<file path="config.mk">
export PLATFORM = sky130hd
export DESIGN_NAME = mmio_timer
export DESIGN_NICKNAME = d
export VERILOG_FILES = /design/src/rtl/mmio_timer_pkg.sv /design/src/rtl/mmio_timer.sv
export SDC_FILE = /design/constraint.sdc
export NUM_CORES = 1
export LEC_CHECK = 0
export ABC_CLOCK_PERIOD_IN_PS = 4850
export CAP_MARGIN = 10
export CORE_AREA = 2 2 97 99
export CTS_CLUSTER_SIZE = 25
export DETAILED_ROUTE_END_ITERATION = 8
export DIE_AREA = 0 0 99 101
export PLACE_DENSITY = 0.85
export REMOVE_ABC_BUFFERS = 1
export SLEW_MARGIN = 30
export SYNTH_ARGS = -nofsm -noshare
export SYNTH_HDL_FRONTEND = slang
export SYNTH_SLANG_ARGS = --single-unit
</file>
<file path="constraint.sdc">
create_clock -name clk -period 4.85 [get_ports clk]
set_input_delay 1.455 -clock clk [delete_from_list [all_inputs] [get_ports clk]]
set_output_delay 1.455 -clock clk [all_outputs]
set_load 0.01 [all_outputs]
</file>
<file path="src/rtl/mmio_timer_pkg.sv">
// Shared constants for the memory-mapped countdown timer: FSM encoding,
// register byte offsets, CTRL bit positions and mode values.
package mmio_timer_pkg;

  typedef enum logic [1:0] {
    ST_IDLE = 2'd0,
    ST_LOAD = 2'd1,
    ST_CNT  = 2'd2,
    ST_INT  = 2'd3
  } state_e;

  localparam logic [31:0] OFF_CTRL   = 32'h0;
  localparam logic [31:0] OFF_PRESET = 32'h4;
  localparam logic [31:0] OFF_COUNT  = 32'h8;

  localparam int CTRL_EN   = 0;
  localparam int CTRL_MODE = 1;
  localparam int CTRL_IM   = 3;

  localparam logic [1:0] MODE_ONESHOT = 2'd0;
  localparam logic [1:0] MODE_RELOAD  = 2'd1;

endpackage

</file>
<file path="src/rtl/mmio_timer.sv">
// Countdown timer on the data-memory port: CTRL/PRESET/COUNT registers,
// reload/decrement FSM, interrupt logic included when TIMER_IRQ_EN is defined.
module mmio_timer
  import mmio_timer_pkg::*;
#(
  parameter logic [31:0] BASE_ADDR = 32'h0000_7F00
) (
  input  logic        clk,
  input  logic        reset,
  input  logic [31:0] addr,
  input  logic        we,
  input  logic [31:0] wd,
  output logic [31:0] rd,
  output logic        hit,
  output logic        irq
);

  state_e      state_q;
  logic        en_q;
  logic [1:0]  mode_q;
  logic [31:0] preset_q;
  logic [31:0] count_q;
  logic        im_rd;

  logic sel_ctrl, sel_pre, sel_cnt;
  logic wr_ctrl, wr_pre;
  logic unused_addr_bits;

  assign unused_addr_bits = ^addr[1:0];

  assign sel_ctrl = (addr[31:2] == BASE_ADDR[31:2] + OFF_CTRL[31:2]);
  assign sel_pre  = (addr[31:2] == BASE_ADDR[31:2] + OFF_PRESET[31:2]);
  assign sel_cnt  = (addr[31:2] == BASE_ADDR[31:2] + OFF_COUNT[31:2]);
  assign hit      = sel_ctrl | sel_pre | sel_cnt;

  assign wr_ctrl = we & sel_ctrl;
  assign wr_pre  = we & sel_pre;

  always_comb begin
    rd = '0;
    if (sel_ctrl) rd = {28'd0, im_rd, mode_q, en_q};
    if (sel_pre)  rd = preset_q;
    if (sel_cnt)  rd = count_q;
  end

`ifdef TIMER_IRQ_EN
  logic im_q, im_d;
  logic pending_q, pending_d;
  logic irq_q;

  // irq is registered from the next-state pending so it rises on the same
  // edge that enters INT rather than one cycle later.
  always_comb begin
    im_d      = wr_ctrl ? wd[CTRL_IM] : im_q;
    pending_d = pending_q;
    if (wr_ctrl)
      pending_d = 1'b0;
    else if (state_q == ST_CNT && en_q && count_q == 32'd0)
      pending_d = 1'b1;
    else if (state_q == ST_INT && mode_q == MODE_RELOAD)
      pending_d = 1'b0;
  end

  always_ff @(posedge clk or posedge reset) begin
    if (reset) begin
      im_q      <= 1'b0;
      pending_q <= 1'b0;
      irq_q     <= 1'b0;
    end else begin
      im_q      <= im_d;
      pending_q <= pending_d;
      irq_q     <= pending_d & im_d;
    end
  end

  assign im_rd = im_q;
  assign irq   = irq_q;
`else
  assign im_rd = 1'b0;
  assign irq   = 1'b0;
`endif

  always_ff @(posedge clk or posedge reset) begin
    if (reset) begin
      state_q  <= ST_IDLE;
      en_q     <= 1'b0;
      mode_q   <= MODE_ONESHOT;
      preset_q <= '0;
      count_q  <= '0;
    end else begin
      case (state_q)
        ST_IDLE: if (en_q) state_q <= ST_LOAD;
        ST_LOAD: begin
          count_q <= preset_q;
          state_q <= ST_CNT;
        end
        ST_CNT: begin
          if (!en_q)                 state_q <= ST_IDLE;
          else if (count_q == 32'd0) state_q <= ST_INT;
          else                       count_q <= count_q - 32'd1;
        end
        ST_INT: begin
          if (mode_q == MODE_RELOAD) state_q <= ST_LOAD;
          else begin
            en_q    <= 1'b0;
            state_q <= ST_IDLE;
          end
        end
      endcase
      // Core write placed last so it overrides the FSM's EN auto-clear.
      if (wr_ctrl) begin
        en_q   <= wd[CTRL_EN];
        mode_q <= wd[CTRL_MODE +: 2];
      end
      if (wr_pre) preset_q <= wd;
    end
  end

endmodule

</file>
# Word-level counts from Yosys, hierarchy flattened
# Cells that the tools add are included.
[totals] in_bits=67 output_inout_bits=34 reg_bits=69 memories=0 ramBits=0 word_cells=43 latch_bits=0 mem_bits_ro=0
[op_classes] reduce_logical=7 magnitude_cmp=0 multipliers=0 bitwise=4 n_eq_ne=12 addsub=1 mux=14 shift=0 n_div=0
[op_table] operator="32-bit 2-to-1 mux" count=4
[op_table] operator="30-bit by 13-bit equality test with 1-bit output, second input constant" count=3
[op_table] operator="32-bit case mux with 2 select lines" count=1
[op_table] operator="32-bit logical NOT" count=1
[op_table] operator="32-bit by 1-bit subtractor with 32-bit output, second input constant" count=1
[op_table] operator="2-bit inequality test, second input constant" count=4
[op_table] operator="2-bit case mux with 4 select lines" count=1
[op_table] operator="2-bit 2-to-1 mux" count=3
[op_table] operator="2-bit by 1-bit equality test with 1-bit output, second input constant" count=2
[op_table] operator="2-bit equality test, second input constant" count=2
[op_table] operator="1-bit 2-to-1 mux" count=4
[op_table] operator="2-bit AND reduction" count=2
[op_table] operator="2-bit nonzero test" count=2
[op_table] operator="3-bit 2-to-1 mux" count=1
[op_table] operator="3-bit inequality test, second input constant" count=1
[op_table] operator="3-bit AND reduction" count=1
[op_table] operator="1-bit AND" count=2
[op_table] operator="2-bit logical NOT" count=1
[op_table] operator="1-bit OR" count=2

# Logic depth before layout (Yosys ltp)
[depth] depth_word=4 ltp_mapped=9 depth_no_buf=8

# Worst setup path after synthesis
# No wires, ideal clock.
[synth_timing] path_kind="input to output" startpoint="input port addr[15]" endpoint="output port rd[22]" path_stages=7 setup_slack_ps=154 t_required_ps=3395 t_arrival_ps=3241 path_buffers=2 cell_sequence="or4b_1 > nor3_1 > nand3_1 > nor2_1 > buf_2 > buf_1 > a22o_1"
[synth_via] elab_chain_cells=3 word_cells_on_any_way=4
[synth_rtl] element="start: declaration" line_no="mmio_timer.sv:10" rtl="input logic [31:0] addr,"
[synth_rtl] element="30-bit by 13-bit equality test with 1-bit output" line_no="mmio_timer.sv:32" rtl="assign sel_pre = (addr[31:2] == BASE_ADDR[31:2] + OFF_PRESET[31:2]);"
[synth_rtl] element="32-bit 2-to-1 mux" line_no="mmio_timer.sv:42" rtl="if (sel_pre) rd = preset_q;"
[synth_rtl] element="32-bit 2-to-1 mux *" line_no="mmio_timer.sv:43" rtl="if (sel_cnt) rd = count_q;"
[synth_rtl] element="end: declaration" line_no="mmio_timer.sv:13" rtl="output logic [31:0] rd,"
# Mark *: on every way between the ends. The rest lies on a longest branch, timed or not.

# Final worst setup path
[layout_timing] startpoint="input port addr[15]" endpoint="output port rd[20]"
# Same word-level chain as after synthesis.

==> out/summary.log <==
qor: outcome.outcome finished, final reports clean
qor: setup_path.critical_path.most_common_cell buf_6
qor: finish.fraction_of_final_layout_cells_sized_beyond_drive_strength_1 25.6%
qor: drt.dr_total_vias 3922
qor: power.power_per_cell_area 233 nW/µm²
qor: power.static-leakage-power 2.61 nW
qor: cts.cts_inserted_buffers 9
qor: cts.clk_path_buf_depth 2
qor: synth.syn-instance-count 416
qor: sta.final-hold-violation-count 0
qor: setup_path.critPathRequiredTime 3.39 ns
qor: global_routing.gr-usage-all-layers 24.7%
qor: synth.most_frequent_cell_after_synthesis dfrtp_1
qor: die.initial_utilization 44.2%
qor: synth.synth_commonest_cells 69 x dfrtp_1, 35 x nor2_1, 34 x mux2_2
qor: run.cap_viol_max_count 0
qor: global_routing.first_global_vias 3805
qor: die.die-width 99 µm
qor: setup_path.timing.critical_path.cells clkdlybuf4s15_1 -> or4b_4 -> nor3_4 -> buf_6 -> nand3_4 -> nor2_4 -> buf_6 -> buf_6 -> a22o_1 -> buf_2
qor: sta.maxClockFrequency 209 MHz
qor: cts.cts_hold_repair.buffers 0
qor: setup_path.critical_path_buf_inv_count 5
qor: global_routing.grt_pass1_wl 19500 µm
qor: cts.cts-root-buf clkbuf_8
qor: setup_path.critical_path.startpoint addr[15]
qor: power.switching_power 0.249 mW
qor: sta.worst_pin_slew 0.749 ns
qor: synth.synth_largest_type_area_fraction 43.6%
qor: hold_path.number_of_stages_on_the_worst_hold_path 1
qor: power.internal_power 1.01 mW
qor: global_routing.grt_max_degree 44
qor: place.dp_worst_setup_slack -0.523 ns
qor: drt.detail_route.drc_violations 0
qor: setup_path.worst_path_dominant_cell_family simple AND/OR/NAND/NOR gates
qor: synth.synth-edff-count 0
qor: setup_path.cpMaxStageDelayCell or4b_4
qor: setup_path.timing.critical_path.fanout_max 5
qor: drt.dr.max_layer_used met4
qor: sta.layout_setup_ws 0.0615 ns
qor: setup_path.worstSetupStartpointType input port
qor: power.power.clock.fraction 49.0%
qor: synth.yosysUniqueCellTypes 56
qor: hold_path.hp-start count_q[17]
qor: sta.report.final.setup_viol 0
qor: sta.timing.clock.skew 0.00813 ns
qor: synth.post_synth.cell_area_avg 9.53 µm²
qor: synth.yosysTopAreaCell dfrtp_1
qor: synth.yosys_warnings 0
qor: place.hpwl 7560 µm
qor: power.ir_drop 0.000189 V
qor: die.die-height 101 µm
qor: place.io_buffer_count 97
qor: cts.path_clk_slew 0.07 ns
qor: sta.final-max-slew-violation-count 0
qor: synth.dominantRegCellSynth dfrtp_1
qor: synth.synth_async_sr_flop_share 100%
qor: die.boundaryPins 101
qor: drt.dr_wl_met2 6070 µm
qor: setup_path.worst-r2r-cell-count 9
qor: drt.avgRoutedWirePerCell 18.8 µm
qor: drt.vias_per_cell 6.18
qor: hold_path.hold_path.class register to register
qor: finish.antenna-diode-count 0
qor: setup_path.worstSetupEndpointType output pin
qor: die.rows 35
qor: setup_path.r2r-start count_q[0]
qor: finish.final_nets 587
qor: place.place.detailed.instances 604
qor: hold_path.holdPathEnd count_q[17]
qor: cts.clock_tree_from_tritoncts done
qor: finish.synthToLayoutAreaGrowth 36.8%
qor: die.core_area 8980 µm²
qor: sta.relSlewSlack 50.0%
qor: power.comb_power_share 5.5%
qor: sta.period_share 98.7%
qor: setup_path.critical_path_arrival 3.33 ns
qor: cts.clock-sinks 69
qor: cts.worst_skew_pair.late_latency 0.36 ns
qor: drt.drt_iter0_markers 224
qor: synth.ys_seq_area_share 43.6%
qor: drt.postRouteWirelength 11900 µm
qor: drt.route.layer.met1.wl 4820 µm
qor: power.power.share.sequential 45.6%
qor: synth.synth_top_cells_by_area dfrtp_1 44%, mux2_2 9.7%, a22o_1 6.2%, nor2_1 3.3%, a21oi_1 3.0%
qor: drt.route.antenna.remaining_nets 0
qor: setup_path.crit_type input port to output pin
qor: setup_path.timing.rr.end count_q[8]
qor: die.design.die.area 10000 µm²
qor: synth.cell_area_after_synthesis 3960 µm²
qor: cts.cts_max_level 3
qor: global_routing.grt_antenna_before_repair 0
qor: global_routing.grt_overflow 0
qor: setup_path.timing.critical_path.slowest_cell_delay 0.54 ns
qor: drt.firstDrtPassIters 5
qor: finish.final_core_util 60.4%
qor: drt.met3_wirelength 799 µm
qor: synth.total_of_flip_flops_plus_latches_after_synthesis 69
qor: sta.timing.final.crit_period 4.79 ns
qor: power.netSwitchingFraction 19.8%
qor: setup_path.r2r_slack 1.53 ns
qor: finish.finalNonFillerCells 635
qor: place.routabilityCongestion 0.885
==> worst max-delay path by stage <==
stage               endpoint  slack, ns  cells past startpoint
floorplan             rd[18]      -1.03                      6
global placement      rd[18]      -0.52                      8
detailed placement    rd[20]      -0.52                      8
CTS                    rd[7]      0.001                     11
global route          rd[30]     -0.006                     10
finish                rd[20]       0.06                     10
==> timing repair <==
action	4_1_cts	5_1_grt
gates cloned	5	0
buffers inserted	11	3
gates resized for setup	172	21
pin swaps	16	13
endpoints found under the setup margin	33	33
==> logic make-up (layout without fill, tap and decap cells) <==
logic type,count (synthesis),count (layout),synth area share (%)
XOR/XNOR,1,1,0.221
adder cells (fa/ha/maj),2,2,0.568
AO/OA/AOI/OAI,122,122,21.8
other,1,1,0.0946
buffers and inverters,40,148,4.20
AND/OR/NAND/NOR,144,144,19.1
multiplexers,37,37,10.4
flip-flops,69,69,43.6
==> registers in the layout, summed over array words and instances, names as in the netlist <==
register,flops
preset_q,32
state_q,2
en_q,1
count_q,32
mode_q,2
==> area by class of cell <==
type	instances	area [µm²]
Multi-Input combinational cell	307	2170
Sequential cell	69	1730
Tap cell	111	139
Inverter	8	30.0
Timing Repair Buffer	124	1100
Clock inverter	7	138
Fill cell	726	3550
Clock buffer	9	124
==> placed cells by master, fill, tap and decap left out, types with 15 or more instances in the layout <==
| master | synthesis | routed |
|---|---|---|
| nand3_1 | 16 | 15 |
| o21ai_0 | 17 | 15 |
| mux2_2 | 34 | 34 |
| a22o_1 | 28 | 28 |
| dfrtp_1 | 69 | 69 |
| a21oi_1 | 24 | 24 |
| buf_2 | 4 | 32 |
| nand2_1 | 30 | 28 |
| clkdlybuf4s50_1 | 0 | 49 |
| nor2_1 | 35 | 33 |
==> power by group through the flow <==
stage	combinational (mW)	sequential (mW)	clock, mW
finish	0.0688	0.575	0.617
global route	0.0747	0.575	0.654
CTS	0.0702	0.575	0.622
detailed placement	0.0693	0.586	0
global placement	0.0679	0.586	0
floorplan	0.0113	0.586	0
==> layer usage <==
metal | vias up | track usage, %
met5 | - | 0
met4 | 0 | 8.01
met3 | 23 | 6.45
met2 | 178 | 41.9
met1 | 1922 | 31.0
li1 | 1799 | -
==> through the flow <==
| step | setup TNS, ns | total power, mW | instance area, µm² | hold WS, ns |
|---|---|---|---|---|
| 2_1_floorplan | -27.28 | 0.598 | 3830 | 0.472 |
| 3_3_place_gp | -15.25 | 0.654 | 5050 | 0.504 |
| 3_5_place_dp | -14.99 | 0.655 | 5050 | 0.511 |
| 4_1_cts | 0 | 1.27 | 5520 | 0.526 |
| 5_1_grt | -0.00616 | 1.30 | 5420 | 0.552 |
| 6_report | 0 | 1.26 | 5420 | 0.529 |
No activity file was read; power rests on OpenSTA's default activity.
